### src/rtl/wb_stage_if.sv
// Writeback stage bus bundle: memory-stage handoff, data-memory load
// response, pipeline flush and the register-file write port.
interface wb_stage_if;
  logic        mem_valid;
  logic        mem_ready;
  logic        mem_wen;
  logic [4:0]  mem_waddr;
  logic [31:0] mem_alu_result;
  logic        mem_is_load;
  logic [2:0]  mem_load_type;
  logic [1:0]  mem_addr_lo;
  logic        dmem_rvalid;
  logic [31:0] dmem_rdata;
  logic        flush;
  logic        rf_we;
  logic [4:0]  rf_waddr;
  logic [31:0] rf_wdata;
  logic        wb_retire;

  // Upstream side: memory stage, data memory and pipeline control.
  modport master (
    output mem_valid, mem_wen, mem_waddr, mem_alu_result, mem_is_load,
           mem_load_type, mem_addr_lo, dmem_rvalid, dmem_rdata, flush,
    input  mem_ready, rf_we, rf_waddr, rf_wdata, wb_retire
  );

  // The writeback stage itself.
  modport slave (
    input  mem_valid, mem_wen, mem_waddr, mem_alu_result, mem_is_load,
           mem_load_type, mem_addr_lo, dmem_rvalid, dmem_rdata, flush,
    output mem_ready, rf_we, rf_waddr, rf_wdata, wb_retire
  );
endinterface

### src/rtl/wb_stage.sv
// Writeback stage: holds one retiring instruction, waits for load data,
// aligns/extends it and drives the register file write port. Flushed loads
// whose response is still in flight are drained so the response is dropped.
module wb_stage (
  input logic       clk,
  input logic       reset,
  wb_stage_if.slave bus
);

  typedef enum logic [1:0] {
    EMPTY     = 2'd0,
    FULL      = 2'd1,
    WAIT_LOAD = 2'd2,
    DRAIN     = 2'd3
  } state_e;

  state_e      state_q, state_d;
  logic        heldWen_q, heldWen_d;
  logic [4:0]  heldAddr_q, heldAddr_d;
  logic [31:0] heldAlu_q, heldAlu_d;
  logic [2:0]  heldType_q, heldType_d;
  logic [1:0]  heldLo_q, heldLo_d;

  logic        commit;
  logic        ready;
  logic        accept;
  logic        writeEn;
  logic [31:0] shifted;
  logic [7:0]  loadByte;
  logic [15:0] loadHalf;
  logic [31:0] loadData;

  // Pick the addressed byte/half out of the little-endian response word and
  // extend it according to the held load type; unknown codes act as LW.
  always_comb begin
    shifted  = bus.dmem_rdata >> {heldLo_q, 3'b000};
    loadByte = shifted[7:0];
    loadHalf = heldLo_q[1] ? bus.dmem_rdata[31:16] : bus.dmem_rdata[15:0];
    case (heldType_q)
      3'b000:  loadData = {{24{loadByte[7]}}, loadByte};
      3'b001:  loadData = {{16{loadHalf[15]}}, loadHalf};
      3'b100:  loadData = {24'd0, loadByte};
      3'b101:  loadData = {16'd0, loadHalf};
      default: loadData = bus.dmem_rdata;
    endcase
  end

  // Commit/accept decisions; only state, rvalid and flush feed the outputs,
  // mem_valid reaches nothing but the next-state logic.
  always_comb begin
    commit  = reset & ~bus.flush &
              ((state_q == FULL) | ((state_q == WAIT_LOAD) & bus.dmem_rvalid));
    ready   = reset & ((state_q == EMPTY) | commit);
    accept  = bus.mem_valid & ready & ~bus.flush;
    writeEn = commit & heldWen_q & (heldAddr_q != 5'd0);
  end

  // Drive the register-file port; address and data are forced to zero
  // whenever no write happens so the port is quiet between writes.
  always_comb begin
    bus.mem_ready = ready;
    bus.wb_retire = commit;
    bus.rf_we     = writeEn;
    bus.rf_waddr  = writeEn ? heldAddr_q : 5'd0;
    bus.rf_wdata  = 32'd0;
    if (writeEn) begin
      bus.rf_wdata = (state_q == WAIT_LOAD) ? loadData : heldAlu_q;
    end
  end

  // Next-state: flush wins over commit and accept. A drain always ends on
  // the response, even if a flush arrives with it, so it can never hang.
  always_comb begin
    state_d    = state_q;
    heldWen_d  = heldWen_q;
    heldAddr_d = heldAddr_q;
    heldAlu_d  = heldAlu_q;
    heldType_d = heldType_q;
    heldLo_d   = heldLo_q;
    if (bus.flush) begin
      case (state_q)
        FULL:      state_d = EMPTY;
        WAIT_LOAD: state_d = bus.dmem_rvalid ? EMPTY : DRAIN;
        DRAIN:     state_d = bus.dmem_rvalid ? EMPTY : DRAIN;
        default:   state_d = state_q;
      endcase
    end else begin
      if ((state_q == DRAIN) && bus.dmem_rvalid) begin
        state_d = EMPTY;
      end
      if (commit) begin
        state_d = EMPTY;
      end
      if (accept) begin
        state_d    = bus.mem_is_load ? WAIT_LOAD : FULL;
        heldWen_d  = bus.mem_wen;
        heldAddr_d = bus.mem_waddr;
        heldAlu_d  = bus.mem_alu_result;
        heldType_d = bus.mem_load_type;
        heldLo_d   = bus.mem_addr_lo;
      end
    end
  end

  // State and held-instruction registers with synchronous active-low reset.
  always_ff @(posedge clk) begin
    if (!reset) begin
      state_q    <= EMPTY;
      heldWen_q  <= 1'b0;
      heldAddr_q <= 5'd0;
      heldAlu_q  <= 32'd0;
      heldType_q <= 3'd0;
      heldLo_q   <= 2'd0;
    end else begin
      state_q    <= state_d;
      heldWen_q  <= heldWen_d;
      heldAddr_q <= heldAddr_d;
      heldAlu_q  <= heldAlu_d;
      heldType_q <= heldType_d;
      heldLo_q   <= heldLo_d;
    end
  end

endmodule
### src/flat_wrapper.sv
// flat-port wrapper written by rule: the top's interface ports become plain ports
module wb_stage_flat 
  (clk, reset, bus_mem_valid, bus_mem_wen, bus_mem_waddr, bus_mem_alu_result, bus_mem_is_load, bus_mem_load_type, bus_mem_addr_lo, bus_dmem_rvalid, bus_dmem_rdata, bus_flush, bus_mem_ready, bus_rf_we, bus_rf_waddr, bus_rf_wdata, bus_wb_retire);
  wb_stage_if bus_i ();
  input logic clk;
  input logic reset;
  input wire logic [$bits(bus_i.mem_valid)-1:0] bus_mem_valid;
  input wire logic [$bits(bus_i.mem_wen)-1:0] bus_mem_wen;
  input wire logic [$bits(bus_i.mem_waddr)-1:0] bus_mem_waddr;
  input wire logic [$bits(bus_i.mem_alu_result)-1:0] bus_mem_alu_result;
  input wire logic [$bits(bus_i.mem_is_load)-1:0] bus_mem_is_load;
  input wire logic [$bits(bus_i.mem_load_type)-1:0] bus_mem_load_type;
  input wire logic [$bits(bus_i.mem_addr_lo)-1:0] bus_mem_addr_lo;
  input wire logic [$bits(bus_i.dmem_rvalid)-1:0] bus_dmem_rvalid;
  input wire logic [$bits(bus_i.dmem_rdata)-1:0] bus_dmem_rdata;
  input wire logic [$bits(bus_i.flush)-1:0] bus_flush;
  output wire logic [$bits(bus_i.mem_ready)-1:0] bus_mem_ready;
  output wire logic [$bits(bus_i.rf_we)-1:0] bus_rf_we;
  output wire logic [$bits(bus_i.rf_waddr)-1:0] bus_rf_waddr;
  output wire logic [$bits(bus_i.rf_wdata)-1:0] bus_rf_wdata;
  output wire logic [$bits(bus_i.wb_retire)-1:0] bus_wb_retire;
  assign bus_i.mem_valid = bus_mem_valid;
  assign bus_i.mem_wen = bus_mem_wen;
  assign bus_i.mem_waddr = bus_mem_waddr;
  assign bus_i.mem_alu_result = bus_mem_alu_result;
  assign bus_i.mem_is_load = bus_mem_is_load;
  assign bus_i.mem_load_type = bus_mem_load_type;
  assign bus_i.mem_addr_lo = bus_mem_addr_lo;
  assign bus_i.dmem_rvalid = bus_dmem_rvalid;
  assign bus_i.dmem_rdata = bus_dmem_rdata;
  assign bus_i.flush = bus_flush;
  assign bus_mem_ready = bus_i.mem_ready;
  assign bus_rf_we = bus_i.rf_we;
  assign bus_rf_waddr = bus_i.rf_waddr;
  assign bus_rf_wdata = bus_i.rf_wdata;
  assign bus_wb_retire = bus_i.wb_retire;
  wb_stage u_core (.clk(clk), .reset(reset), .bus(bus_i));
endmodule
### config.mk
export PLATFORM = sky130hd
export DESIGN_NAME = wb_stage_flat
export DESIGN_NICKNAME = d
export VERILOG_FILES = /design/src/rtl/wb_stage_if.sv /design/src/rtl/wb_stage.sv /design/src/flat_wrapper.sv
export SDC_FILE = /design/constraint.sdc
export NUM_CORES = 1
export LEC_CHECK = 0
export BUFFER_PORTS_ARGS = -buffer_cell sky130_fd_sc_hd__buf_2
export CAP_MARGIN = 20
export CELL_PAD_IN_SITES_DETAIL_PLACEMENT = 0
export CELL_PAD_IN_SITES_GLOBAL_PLACEMENT = 2
export CORE_MARGIN = 10
export CORE_UTILIZATION = 25
export CTS_CLUSTER_SIZE = 16
export DETAILED_ROUTE_END_ITERATION = 12
export PLACE_DENSITY = 0.85
export REMOVE_ABC_BUFFERS = 1
export SETUP_SLACK_MARGIN = 0.1
export SLEW_MARGIN = 5
export SYNTH_ARGS = -nofsm -noshare
export SYNTH_HDL_FRONTEND = slang
export SYNTH_SLANG_ARGS = --single-unit
### constraint.sdc
create_clock -name clk -period 2.2 [get_ports clk]
set_input_delay 0.33 -clock clk [delete_from_list [all_inputs] [get_ports clk]]
set_output_delay 0.33 -clock clk [all_outputs]
set_load 0.02 [all_outputs]
# Yosys cells after proc, flatten, opt, wreduce, memory -nomap -nowiden
# Cells that the tools add are included.
word_totals:
  register_bits: 45
  output_inout_bits: 40
classes:
  n_eq_ne: 7
  shifts: 1
  n_mux: 12
  n_bitwise: 11
  n_reduce_logical: 8
op_table:
  columns: ["cell", "n"]
  rows:
  - ["one-hot mux 32 bit (4 select lines)", 1]
  - ["two-way mux 32 bit", 2]
  - ["right shift 32 x 5 -> 8 bit", 1]
  - ["two-way mux 16 bit", 1]
  - ["two-way mux 2 bit", 6]
  - ["AND 1 bit", 8]
  - ["== test 3 bit (second input constant)", 2]
  - ["two-way mux 5 bit", 1]
  - ["nonzero test 5 bit", 1]
  - ["== test 2 bit (second input constant)", 2]
  - ["one-hot mux 2 bit (2 select lines)", 1]
  - ["AND reduction 2 bit", 2]
  - ["nonzero test 4 bit", 1]
  - ["== test 3 x 1 -> 1 bit (second input constant)", 1]
  - ["zero test 3 bit", 1]
  - ["!= test 3 x 2 -> 1 bit (second input constant)", 1]
  - ["== test 2 x 1 -> 1 bit (second input constant)", 1]
  - ["zero test 2 bit", 1]
  - ["bitwise OR 1 bit", 2]
  - ["OR reduction 2 bit", 1]
  - ["logical AND 1 bit", 1]
  - ["NOT 1 bit", 1]

# Logic depth before layout (Yosys ltp)
logic_depth:
  depth_word: 10
  ltp_mapped: 6
  mapped_depth_nobuf: 4

# Worst setup path after synthesis
# OpenSTA, ideal clock, no wires.
synth_timing:
  path_kind: "register -> output"
  from: "register u_core.heldType_q[1]"
  to: "output port bus_rf_wdata[0]"
  t_arrival_ns: 2.046
  required_ns: 1.870
  setup_slack_ns: -0.176
  path_stages_with_launch: 5
  path_buffers: 1
  cell_sequence: "dfxtp_1 -> clkbuf_1 -> nor2_1 -> a211oi_1 -> a2111oi_0"
synth_between:
  elab_chain_len: 4
  elab_cells_between_ends: 7
  cone_classes: "3 x eq/ne; 3 x mux; 1 x reduce/logical"
synth_lines:
  columns: ["element", "line_no", "source"]
  rows:
  - ["start: declaration", "wb_stage.sv:21", "logic [2:0] heldType_q, heldType_d;"]
  - ["start signal: assignment", "wb_stage.sv:119", "heldType_q <= heldType_d;"]
  - ["== test 3 bit, or another cell as far along", "wb_stage.sv:39", "case (heldType_q)"]
  - ["one-hot mux 32 bit (4 select lines) (*)", "wb_stage.sv:39", null]
  - ["two-way mux 32 bit (*)", "wb_stage.sv:67", "bus.rf_wdata = (state_q == WAIT_LOAD) ? loadData : heldAlu_q;"]
  - ["two-way mux 32 bit (*)", "wb_stage.sv:66", "if (writeEn) begin"]
  - ["end: declaration", "flat_wrapper.sv:20", "output wire logic [$bits(bus_i.rf_wdata)-1:0] bus_rf_wdata;"]
# Mark *: on every way between the ends. The rest lies on a longest branch, timed or not.

# Worst setup path after layout
layout_timing:
  from: "register u_core.heldLo_q[1]"
  to: "output port bus_rf_wdata[22]"
layout_between:
  elab_chain_len: 4
  elab_cells_between_ends: 5
  cone_classes: "1 x shift; 4 x mux"
layout_lines:
  columns: ["element", "line_no", "source"]
  rows:
  - ["start: declaration", "wb_stage.sv:22", "logic [1:0] heldLo_q, heldLo_d;"]
  - ["start signal: assignment", "wb_stage.sv:120", "heldLo_q <= heldLo_d;"]
  - ["right shift 32 x 5 -> 8 bit or two-way mux 16 bit (tied branches)", "wb_stage.sv:36, wb_stage.sv:38", null]
  - ["one-hot mux 32 bit (4 select lines) (*)", "wb_stage.sv:39", null]
  - ["two-way mux 32 bit (*)", "wb_stage.sv:67", null]
  - ["two-way mux 32 bit (*)", "wb_stage.sv:66", null]
# Marks and branches as above.

==> out/qor.csv <==
stage;metric;value;unit
clock_tree;hold_buffers;0;
detailed_routing;routedWlPerCell;17.2;um
pwr;p_leak;0.00164;uW
detailed_routing;vias;3116;
clock_tree;cts.sinks;45;
worst_setup_path;critPathMaxStageDelay;0.38;ns
grt;gr-usage-all-layers;13.7;%
logic_synthesis;synth-seq-area-share;33.1;%
timing;hold_viol;0;
grt;antenna_found_initial;2;
grt;grt_max_degree;30;
worst_setup_path;critPathSlowestCell;dfxtp_4;
timing;max_slew_margin;63.8;%
floorplan;dieArea;15500;um^2
detailed_routing;drtAntennaViolNets;0;
grt;grt_remaining_overflow;0;
floorplan;core;10700;um^2
cells_and_area;syn_to_final_growth;59.8;%
logic_synthesis;synth_edf_count;0;
logic_synthesis;synth_ff_type;dfxtp_1;
pwr;vdd_drop_max;201;uV
worst_setup_path;required;1.87;ns
placement;place.detailed.hpwl;8270;um
grt;grt_pass1_wl;17700;um
pwr;p_per_area;392;nW/um^2
timing;worstMarginPinSlew;0.541;ns
outcome;violations;negative setup slack;
clock_tree;clk_latency;0.30;ns
worst_setup_path;cp-start-kind;register;
floorplan;dieHeight;124;um
outcome;status;finished, violations left;
worst_setup_path;critPathKind;register to output pin;
run;drv_cap;0;
worst_hold_path;min_path_type;primary input to register;
logic_synthesis;synth.top_cell.area_share;33.1;%
floorplan;initial_utilization;25.3;%
detailed_routing;wl;11100;um
clock_tree;numCtsBuffers;5;
logic_synthesis;yosys-top-cells-area;dfxtp_1 (33%), nand2_1 (13%), a21boi_0 (12%), nand3b_1 (6.3%), o21ai_0 (4.4%);
logic_synthesis;synthTopCellsByCount;nand2_1 (94), dfxtp_1 (45), a21boi_0 (43);
detailed_routing;drt_iter0_drc;128;
timing;setup_ws;-0.101;ns
timing;fin_crit_sh;105;%
placement;port_buffers;120;
worst_setup_path;path_cells;mux2_4, a211o_4, o211ai_4, buf_6, nor2_1, buf_4;
floorplan;pin_count;121;
detailed_routing;drtPass1Iterations;4;
cells_and_area;drive_above_1_share;45.3;%
placement;placed_cell_area;3650;um^2
logic_synthesis;synth_most_common_cell;nand2_1;
clock_tree;path_clk_slew;0.10;ns
worst_setup_path;critPathArrivalTime;1.97;ns
logic_synthesis;yosysTopAreaCell;dfxtp_1;
floorplan;die_x;124;um
clock_tree;cts-root-buf;clkbuf_8;
grt;grt_pass1_vias;3246;
cells_and_area;final_nets;586;
timing;slew_violations;0;
detailed_routing;vias_per_cell;4.82;
placement;gp_congestion;0.778;
logic_synthesis;synth.avg_cell_area;7.36;um^2
logic_synthesis;ys_types;35;
clock_tree;cts_buffer_depth;2;
clock_tree;h-tree-depth;2;
logic_synthesis;synth_cells;370;
worst_setup_path;path_max_fanout;10;
timing;setup_tns;-1.72;ns
timing;finalSetupViolCount;29;
logic_synthesis;yosys_warnings;0;
timing;grt_setup_unrepaired;yes;
detailed_routing;drc_errors;0;
clock_tree;cts_tree;built;
timing;max_clock_freq;0.435;GHz
worst_setup_path;end_kind;output pin;
timing;fin_crit;2.30;ns
cells_and_area;final_area;4350;um^2
logic_synthesis;synthArstFlopShare;0;%
logic_synthesis;synth-seq-cells;45;
timing;clock_skew;0.00709;ns
floorplan;rows;38;
logic_synthesis;netlist_area;2720;um^2
-- metal layers --
| layer | GRT usage [%] | share of wire (%) |
|---|---|---|
| met2 | 22.4 | 47 |
| met1 | 16.8 | 44 |
| met5 | 0 | 0.12 |
| met3 | 5.49 | 8.3 |
| met4 | 1.99 | 0.64 |
-- critical path: cells and delay by family (launching register included) --
kind / cells / cell delay (ns)
AOI/OAI and AO/OA: 2 / 0.57
buffers and inverters: 2 / 0.33
and+or+nand+nor: 1 / 0.06
DFF: 1 / 0.38
muxes: 1 / 0.31
-- final timing paths --
kind	end	slack, ns	cells past startpoint	startpoint
setup / recovery	bus_rf_wdata[22]	-0.10	6	u_core.heldLo_q[1]
hold / removal	u_core.heldType_q[1]	0.26	3	bus_mem_load_type[1]
setup reg to reg	u_core.heldAlu_q[4]	0.69	5	u_core.state_q[1]
hold reg to reg	u_core.heldAlu_q[16]	0.46	2	u_core.heldAlu_q[16]
-- layout by cell type, fill, tap and decap left out, types with 2 or more instances in the layout --
cell / n
a2111oi_2: 4
a2111oi_4: 3
a211oi_1: 2
a211oi_2: 13
a21boi_0: 43
a21oi_1: 2
a311oi_2: 2
and2_4: 5
and3b_1: 2
buf_12: 7
buf_2: 88
buf_4: 42
buf_6: 17
clkbuf_8: 5
clkinvlp_4: 2
dfxtp_1: 40
dfxtp_2: 3
dfxtp_4: 2
inv_1: 6
mux2_2: 7
nand2_1: 94
nand2b_1: 2
nand3b_1: 23
nor2_1: 24
nor2_2: 3
nor2_4: 2
nor2b_1: 4
nor3_1: 3
nor3_2: 2
o21ai_0: 23
o21ai_2: 2
o22ai_1: 4
o22ai_2: 2
-- repair_timing --
item                                    in CTS  in global routing
gates resized for setup                     86                 44
gates cloned                                 2                  0
buffers inserted                             7                  2
pin swaps                                   11                  3
endpoints found under the hold margin        0                  0
endpoints found under the setup margin      33                 38
-- flip-flops by register name (all words and copies together) (netlist names) --
register and cells:
u_core.heldWen_q 1, u_core.heldAddr_q 5, u_core.heldType_q 3, u_core.state_q 2
u_core.heldAlu_q 32, u_core.heldLo_q 2
-- kinds of logic (layout without fill, tap and decap cells) --
kind of cell / Yosys count / after routing / share of synthesized area [%]
AOI/OAI and AO/OA: 108 / 108 / 27.8
buffers and inverters: 35 / 171 / 5.47
and+or+nand+nor: 172 / 172 / 29.6
other: 0 / 1 / 0
muxes: 10 / 10 / 4.04
DFF: 45 / 45 / 33.1
-- through the flow --
stage,hold slack [ns],setup slack [ns],instances,total power (uW),utilization (%)
after floorplan,0.440,-1.57,341,989,-
after global placement,0.449,0.107,627,1150,34.0
after detailed placement,0.453,0.0827,627,1150,34.0
after CTS,0.252,-0.0806,644,1720,38.9
after global routing,0.253,-0.177,646,1790,40.5
final,0.258,-0.101,647,1710,40.5
-- power by group --
group	switching, uW	leakage, uW	internal (uW)
sequential	17.3	0.000368	839
combinational	163	0.00123	154
clock	309	0.0000374	225
-- layout make-up --
cell class,instances,area (um^2)
fill,1160,6390
multi-input combinational,290,1990
timing repair buffer,157,1160
sequential,45,912
tap,140,175
clock buffer,6,72.6
inverter,6,22.5
clock inverter,2,15.0
antenna,1,2.50
Note: power is estimated with default switching activity, not from simulation.
